<file path="src/rtl/lsu.sv">
// RV32I load/store unit: turns an ALU effective address into one data-memory
// transaction and returns aligned, extended load data for writeback.
module lsu (
  input  logic        clk,
  input  logic        rst_n,
  input  logic        req_valid,
  output logic        req_ready,
  input  logic        mem_write,
  input  logic [2:0]  funct3,
  input  logic [31:0] addr,
  input  logic [31:0] store_data,
  input  logic [4:0]  rd_addr,
  output logic        dmem_req,
  output logic        dmem_we,
  output logic [31:0] dmem_addr,
  output logic [31:0] dmem_wdata,
  output logic [3:0]  dmem_be,
  input  logic        dmem_gnt,
  input  logic        dmem_rvalid,
  input  logic [31:0] dmem_rdata,
  output logic        resp_valid,
  output logic        resp_we,
  output logic [4:0]  resp_rd,
  output logic [31:0] resp_data,
  output logic        resp_err
);

  localparam int unsigned XLEN = 32;
  localparam int unsigned BEW  = 4;
  localparam int unsigned RDW  = 5;

  typedef enum logic [1:0] {
    IDLE = 2'd0,
    REQ  = 2'd1,
    WAIT = 2'd2
  } state_t;

  state_t          state;
  logic            op_write;
  logic [2:0]      op_f3;
  logic [1:0]      op_off;
  logic [RDW-1:0]  op_rd;

  logic            accept_c;
  logic            err_c;
  logic [BEW-1:0]  be_c;
  logic [XLEN-1:0] wdata_c;
  logic [7:0]      rbyte_c;
  logic [15:0]     rhalf_c;
  logic [XLEN-1:0] load_ext_c;

  assign req_ready = (state == IDLE);
  assign accept_c  = req_valid && (state == IDLE);

  // Misalignment and illegal width/sign combinations, evaluated on the live request.
  always_comb begin
    err_c = 1'b0;
    case (funct3)
      3'b000:  err_c = 1'b0;
      3'b001:  err_c = addr[0];
      3'b010:  err_c = |addr[1:0];
      3'b100:  err_c = mem_write;
      3'b101:  err_c = mem_write | addr[0];
      default: err_c = 1'b1;
    endcase
  end

  // Byte enables and lane-replicated write data; loads always read the full word.
  always_comb begin
    be_c    = 4'b1111;
    wdata_c = store_data;
    if (mem_write) begin
      case (funct3[1:0])
        2'b00: begin
          be_c    = BEW'(4'b0001 << addr[1:0]);
          wdata_c = {4{store_data[7:0]}};
        end
        2'b01: begin
          be_c    = addr[1] ? 4'b1100 : 4'b0011;
          wdata_c = {2{store_data[15:0]}};
        end
        default: begin
          be_c    = 4'b1111;
          wdata_c = store_data;
        end
      endcase
    end
  end

  // Lane select and sign/zero extension of returning read data.
  always_comb begin
    rbyte_c = dmem_rdata[7:0];
    case (op_off)
      2'd0:    rbyte_c = dmem_rdata[7:0];
      2'd1:    rbyte_c = dmem_rdata[15:8];
      2'd2:    rbyte_c = dmem_rdata[23:16];
      default: rbyte_c = dmem_rdata[31:24];
    endcase
    rhalf_c = op_off[1] ? dmem_rdata[31:16] : dmem_rdata[15:0];
    case (op_f3)
      3'b000:  load_ext_c = {{24{rbyte_c[7]}}, rbyte_c};
      3'b100:  load_ext_c = {24'd0, rbyte_c};
      3'b001:  load_ext_c = {{16{rhalf_c[15]}}, rhalf_c};
      3'b101:  load_ext_c = {16'd0, rhalf_c};
      default: load_ext_c = dmem_rdata;
    endcase
  end

  // Control FSM with registered memory-side and response outputs.
  always_ff @(posedge clk or negedge rst_n) begin
    if (!rst_n) begin
      state      <= IDLE;
      op_write   <= 1'b0;
      op_f3      <= 3'd0;
      op_off     <= 2'd0;
      op_rd      <= '0;
      dmem_req   <= 1'b0;
      dmem_we    <= 1'b0;
      dmem_addr  <= '0;
      dmem_wdata <= '0;
      dmem_be    <= '0;
      resp_valid <= 1'b0;
      resp_we    <= 1'b0;
      resp_rd    <= '0;
      resp_data  <= '0;
      resp_err   <= 1'b0;
    end else begin
      resp_valid <= 1'b0;
      resp_we    <= 1'b0;
      resp_err   <= 1'b0;
      resp_data  <= '0;
      case (state)
        IDLE: begin
          if (accept_c) begin
            op_write <= mem_write;
            op_f3    <= funct3;
            op_off   <= addr[1:0];
            op_rd    <= rd_addr;
            if (err_c) begin
              resp_valid <= 1'b1;
              resp_err   <= 1'b1;
              resp_rd    <= rd_addr;
            end else begin
              state      <= REQ;
              dmem_req   <= 1'b1;
              dmem_we    <= mem_write;
              dmem_addr  <= {addr[XLEN-1:2], 2'b00};
              dmem_be    <= be_c;
              dmem_wdata <= wdata_c;
            end
          end
        end
        REQ: begin
          if (dmem_gnt) begin
            dmem_req <= 1'b0;
            if (op_write) begin
              state      <= IDLE;
              resp_valid <= 1'b1;
              resp_rd    <= op_rd;
            end else begin
              state <= WAIT;
            end
          end
        end
        WAIT: begin
          if (dmem_rvalid) begin
            state      <= IDLE;
            resp_valid <= 1'b1;
            resp_we    <= 1'b1;
            resp_rd    <= op_rd;
            resp_data  <= load_ext_c;
          end
        end
        default: begin
          state    <= IDLE;
          dmem_req <= 1'b0;
        end
      endcase
    end
  end

endmodule

</file>
<file path="config.mk">
export PLATFORM = sky130hd
export DESIGN_NAME = lsu
export DESIGN_NICKNAME = d
export VERILOG_FILES = /design/src/rtl/lsu.sv
export SDC_FILE = /design/constraint.sdc
export NUM_CORES = 1
export LEC_CHECK = 0
export ABC_AREA = 1
export BUFFER_PORTS_ARGS = -buffer_cell sky130_fd_sc_hd__buf_2
export CORE_ASPECT_RATIO = 1.75
export CORE_MARGIN = 2
export CORE_UTILIZATION = 40
export DETAILED_ROUTE_END_ITERATION = 10
export PLACE_DENSITY = 0.78
export SLEW_MARGIN = 20
export SYNTH_ARGS = -nofsm -noshare
export SYNTH_HDL_FRONTEND = slang
export SYNTH_SLANG_ARGS = --single-unit
</file>
<file path="constraint.sdc">
create_clock -name clk -period 2.05 [get_ports clk]
set_clock_uncertainty 0.05 [all_clocks]
set_input_delay 0.41 -clock clk [delete_from_list [all_inputs] [get_ports clk]]
set_output_delay 0.41 -clock clk [all_outputs]
set_load 0.05 [all_outputs]
</file>
# --- After elaboration in Yosys (flattened, before gate mapping) ---
# Cells that the tools add are included.
totals:
  regBits: 121
  input_bits: 110
  out_inout_bits: 111
  elab_cells: 85
classes:
  eq_ne: 18
  shifts: 1
  mux: 35
  n_bitwise: 3
  n_reduce_logical: 13
ops:
  columns: ["op", "n"]
  rows:
  - ["32-bit one-hot mux with 4 select lines", 1]
  - ["32-bit 2-to-1 mux", 3]
  - ["32-bit one-hot mux with 2 select lines", 1]
  - ["5-bit 2-to-1 mux", 5]
  - ["8-bit one-hot mux with 3 select lines", 1]
  - ["16-bit 2-to-1 mux", 1]
  - ["5-bit one-hot mux with 3 select lines", 1]
  - ["3-bit == test (second input constant)", 4]
  - ["1-bit 2-to-1 mux", 10]
  - ["2-bit 2-to-1 mux", 5]
  - ["4-bit 2-to-1 mux", 2]
  - ["2-bit inequality test (second input constant)", 4]
  - ["4-bit one-hot mux with 2 select lines", 1]
  - ["4-bit AND reduction", 2]
  - ["2-bit by 1-bit == test with 1-bit output (second input constant)", 3]
  - ["3-bit by 1-bit == test with 1-bit output (second input constant)", 2]
  - ["2-bit logical NOT", 3]
  - ["3-bit logical NOT", 2]
  - ["1-bit one-hot mux with 3 select lines", 2]
  - ["2-bit one-hot mux with 3 select lines", 1]
  - ["6-bit AND reduction", 1]
  - ["1-bit one-hot mux with 5 select lines", 1]
  - ["2-bit == test (second input constant)", 2]
  - ["2-bit by 1-bit inequality test with 1-bit output (second input constant)", 2]
  - ["9 further kinds", 10]

# --- Longest topological paths before layout ---
logic_depth:
  word_depth: 5
  depth_mapped: 10
  ltp_nobuf: 10

# --- Least setup slack after synthesis ---
# Ideal clock, no wire load.
synth_path:
  kind: "reg2reg"
  start: "register state[0]"
  end: "register dmem_addr[11]"
  setup_ps: 118
  arrival_time_ps: 1987
  required_time_ps: 1882
  slack_ps: -105
  stages_incl_launch_ff: 10
  n_path_buf: 2
  cell_sequence: "dfrtp_1 inv_1 ha_1 nand2_1 inv_2 nand2_2 buf_6 buf_4 nand2_1 nand2_1"
synth_between:
  elab_chain_len: 3
synth_lines:
  columns: ["element", "line", "rtl"]
  rows:
  - ["start, declared", "38", "state_t state;"]
  - ["start signal, assigned", "112", "state <= IDLE;"]
  - ["start signal, assigned", "144", "state <= REQ;"]
  - ["start signal, assigned", "157", "state <= IDLE;"]
  - ["2-bit logical NOT *", null, null]
  - ["named net req_ready", "7", "output logic req_ready,"]
  - ["1-bit logical AND", "53", "assign accept_c = req_valid && (state == IDLE);"]
  - ["3-bit AND reduction (no line) *", null, null]
  - ["end signal, assigned", "147", "dmem_addr <= {addr[XLEN-1:2], 2'b00};"]
  - ["end, declared", "15", "output logic [31:0] dmem_addr,"]
# The timed path passes the listed nets; every way through them passes the cells marked *.
# A chain may end at the register's enable or synchronous reset.

# --- Worst setup path in the final report ---
layout_path:
  start: "register state[0]"
  end: "output port req_ready"
layout_between:
  elab_chain_len: 1
layout_lines:
  columns: ["element", "line", "rtl"]
  rows:
  - ["2-bit logical NOT", "52", "assign req_ready = (state == IDLE);"]
  - ["end, declared", "7", null]
# Every way passes these cells.

==> metrics.md <==
| Metric | Value |
|---|---|
| Status | `finished, final reports clean` |
| Synth Area in XOR/XNOR | `0%` |
| Synth Instances | `approximately 660` |
| Full die area | `about 15,000 µm²` |
| First-pass detailed-route iteration total | `7` |
| Clk_lat worst skew | `approximately 0.4 ns` |
| Buf+Inv Stages, Crit Path | `2` |
| WL/cell | `14.5 µm` |
| CTS max path bufs | `2` |
| Total congestion overflow | `0` |
| DR vias/cell | `between 4 and 5` |
| Share of the synthesized area in the top cell type | `between 50% and 60%` |
| Mapped Area | `between 5000 and 6000 µm²` |
| Area delta synth->final | `35.2%` |
| Post-synthesis compound-gate area fraction | `between 10% and 20%` |
| DP HPWL | `approximately 12,000 µm` |
| Pleak | `4.29 nW` |
| DRT iter0 DRCs | `between 200 and 250` |
| RSZ-0062 raised after global routing | `no` |
| Hold depth | `3` |
| Family with the most delay on the worst path | `buffers and inverters` |
| Worst-path cell with the longest stage delay | `dfrtp_1` |
| Worst Path Max Fanout | `6` |
| Worst setup margin | `~0.12 ns` |
| Yosys cell types | `29` |
| Yosys warning count | `0` |
| Yosys top cell by area | `dfrtp_1` |
| Largest net degree at the start of global routing | `89` |
| Initial core utilization | `roughly two fifths` |
| Synth Area in Simple Gates | `around a quarter` |
| Pre-CTS setup slack | `around 0.28 ns` |
| Max IR drop VDD | `around 1.1 mV` |
| Number of synthesized flops with an enable pin | `0` |
| Routed Antenna Nets | `0` |
| Detailed Route WL | `15,500 µm` |
| Crit. End Element | `primary output` |
| Top-count cell post-synth | `nand2_1` |
| Main synth FF type | `dfrtp_1` |
| Top post-synthesis cells by area | `dfrtp_1, nand2_1, o21ai_0, inv_1, a21oi_1` |
| Seq cells post-synth | `around 120` |
| Largest family of logic cells by synthesized area | `simple AND/OR/NAND/NOR gates` |
| Clock-pin slew on the worst setup and hold paths | `~0.060 ns` |
| Final hold vios | `0` |
| Max-cap violation count | `0` |
| GRT Total Usage | `a little over a fifth` |
| H-tree depth | `4` |
| Final setup viols | `0` |
| Worst setup path start | `state[0]$_DFFE_PN0P_` |
| CP Cell Sequence | `inv_1 -> ha_2 -> buf_2` |
| Gpl congestion | `0.950` |
| Rows | `56` |
| Final worst path period need | `between 1.5 and 2 ns` |
| Mean Syn Cell Area | `between 8 and 9 µm²` |
| Hold Path End | `dmem_addr[9]$_DFFE_PN0P_` |
| Fraction of layout cells with a size suffix above 1 | `32.1%` |
| Total power | `approximately 0.013 W` |
| Global-route wire length before repair | `between 20,000 and 25,000 µm` |
| Final-stage net count | `about 990` |
| Die Y | `158 µm` |
| IO Count | `between 200 and 250` |
| # clock sinks | `121` |
| WP data required | `between 1.5 and 2 ns` |
| Hold path start | `addr[9]` |
| Most frequent cells after synthesis | `nand2_1, dfrtp_1, o21ai_0, inv_1, nor2_1` |
| Setup TNS | `0 ns` |
| Vias in the first global route | `approximately 5k` |
| Portion of netlist area occupied by mux cells | `less than 1%` |
| Period utilisation layout | `between 90% and 100%` |
| Post-synth ARST share | `100%` |
| Die X | `92.1 µm` |
| Register area share after synthesis | `between 50% and 60%` |
| Reg2reg end | `resp_rd[1]$_DFFE_PN0P_` |
| Critical Path Start Type | `flop` |
| Non-filler cells, final | `around 1.1k` |
| Filler cells | `approximately 1.3k` |
| Fin. max-slew vios | `0` |
| Flop-to-flop setup slack | `about 0.34 ns` |
| N_diodes | `0` |
| Worst r2r src | `state[0]$_DFFE_PN0P_` |
| Critical path class | `flop to primary output` |
| Worst Path Arrival | `1.47 ns` |
| Total CTS buffers | `17` |
| Clock Root Buffer | `clkbuf_16` |
| Post-Place Cells | `roughly 1.0k` |
| Initial antenna violation count | `0` |
| Post-CTS setup buffer count | `0` |
| Class of the worst hold path | `input pin to flop` |
| Max Clk Rate | `518 MHz` |
| Core footprint | `about 13,000 µm²` |
| IO buf count | `between 200 and 250` |
| Synth Area in Adders | `0.920%` |
| # DRC | `0` |
| Cell depth of the worst flop-to-flop path | `8` |
| CTS tree | `yes` |
| Worst path max stage delay | `0.40 ns` |
| Pwr dens | `approximately 1800 nW/µm²` |
| Via Count | `just over 5k` |
-- state kept, by name (all words and copies together) (netlist names), 2 cells and up --
register	flops
op_rd	5
dmem_be	4
op_off	2
resp_rd	5
resp_data	32
state	2
dmem_wdata	32
dmem_addr	30
op_f3	3
-- worst register-to-register path: cells and delay by family (launching register included) --
| family | cells | cell delay, ns |
|---|---|---|
| AO/OA/AOI/OAI | 2 | 0.38 |
| flip-flops | 1 | 0.40 |
| buffers and inverters | 2 | 0.17 |
| AND/OR/NAND/NOR | 3 | 0.42 |
| adder cells (fa/ha/maj) | 1 | 0.21 |
-- worst max-delay path by stage --
stage | to | slack [ns] | cells past startpoint
floorplan | dmem_addr[11]$_DFFE_PN0P_ | 0.14 | 9
global placement | dmem_be[3]$_DFFE_PN0P_ | 0.33 | 7
detailed placement | dmem_wdata[3]$_DFFE_PN0P_ | 0.28 | 7
CTS | req_ready | 0.11 | 3
global route | req_ready | 0.06 | 3
finish | req_ready | 0.12 | 3
-- per-layer routing --
metal / global-route usage (%) / part of all wire (%) / vias to the layer above
met4: 13.1 / 5.1 / 0
met1: 23.2 / 37 / 2317
met3: 4.16 / 5.4 / 42
met2: 38.4 / 53 / 201
met5: 0 / 0 / -
li1: - / - / 2509
-- per-stage QoR --
| step | cell area (µm²) | util [%] | hold slack, ns |
|---|---|---|---|
| after CTS | 7350 | 55.2 | 0.121 |
| after global placement | 6730 | 50.5 | 0.341 |
| after floorplan | 5450 | - | 0.0644 |
| final | 7350 | 55.2 | 0.139 |
| after global routing | 7350 | 55.2 | 0.133 |
| after detailed placement | 6730 | 50.5 | 0.339 |
-- power breakdown --
part | switching [W] | total (W) | internal [W]
registers | 0.000552 | 0.00384 | 0.00329
clock network | 0.00115 | 0.00308 | 0.00193
logic | 0.00469 | 0.00614 | 0.00145
total | 0.00639 | 0.0131 | 0.00668
-- timing repair --
item / 4_1_cts / 5_1_grt
endpoints found under the hold margin: 30 / 0
resized for setup: 0 / 0
hold buffers: 1 / 0
-- cell usage in the layout (no fill, tap or decap), types with 2 or more instances in the layout --
cell type,instances
nand2_1,264
buf_2,217
dfrtp_1,121
o21ai_0,57
inv_1,55
nor2_1,30
a21oi_1,24
nand3_1,18
clkbuf_16,17
o22ai_1,15
nor2_2,10
buf_4,10
o221ai_1,6
inv_6,5
buf_12,5
inv_2,4
mux2i_1,4
clkinv_4,4
nand2_2,3
ha_1,3
bufinv_16,3
conb_1,2
clkinvlp_4,2
-- cell families after synthesis --
group	Yosys count
AO/OA/AOI/OAI	106
adder cells (fa/ha/maj)	4
buffers and inverters	91
flip-flops	121
multiplexers	4
other	1
AND/OR/NAND/NOR	330
-- cell type report --
class | instances | area [µm²] | area share [%]
flip-flops and latches | 121 | 3030 | 41.2
multi-input cells | 446 | 2000 | 27.2
repair buffers | 233 | 1270 | 17.3
clock buffers | 17 | 425 | 5.79
inverters | 59 | 221 | 3.01
well taps | 174 | 218 | 2.96
clock inverters | 15 | 189 | 2.57
Note: power is estimated with default switching activity, not from simulation.
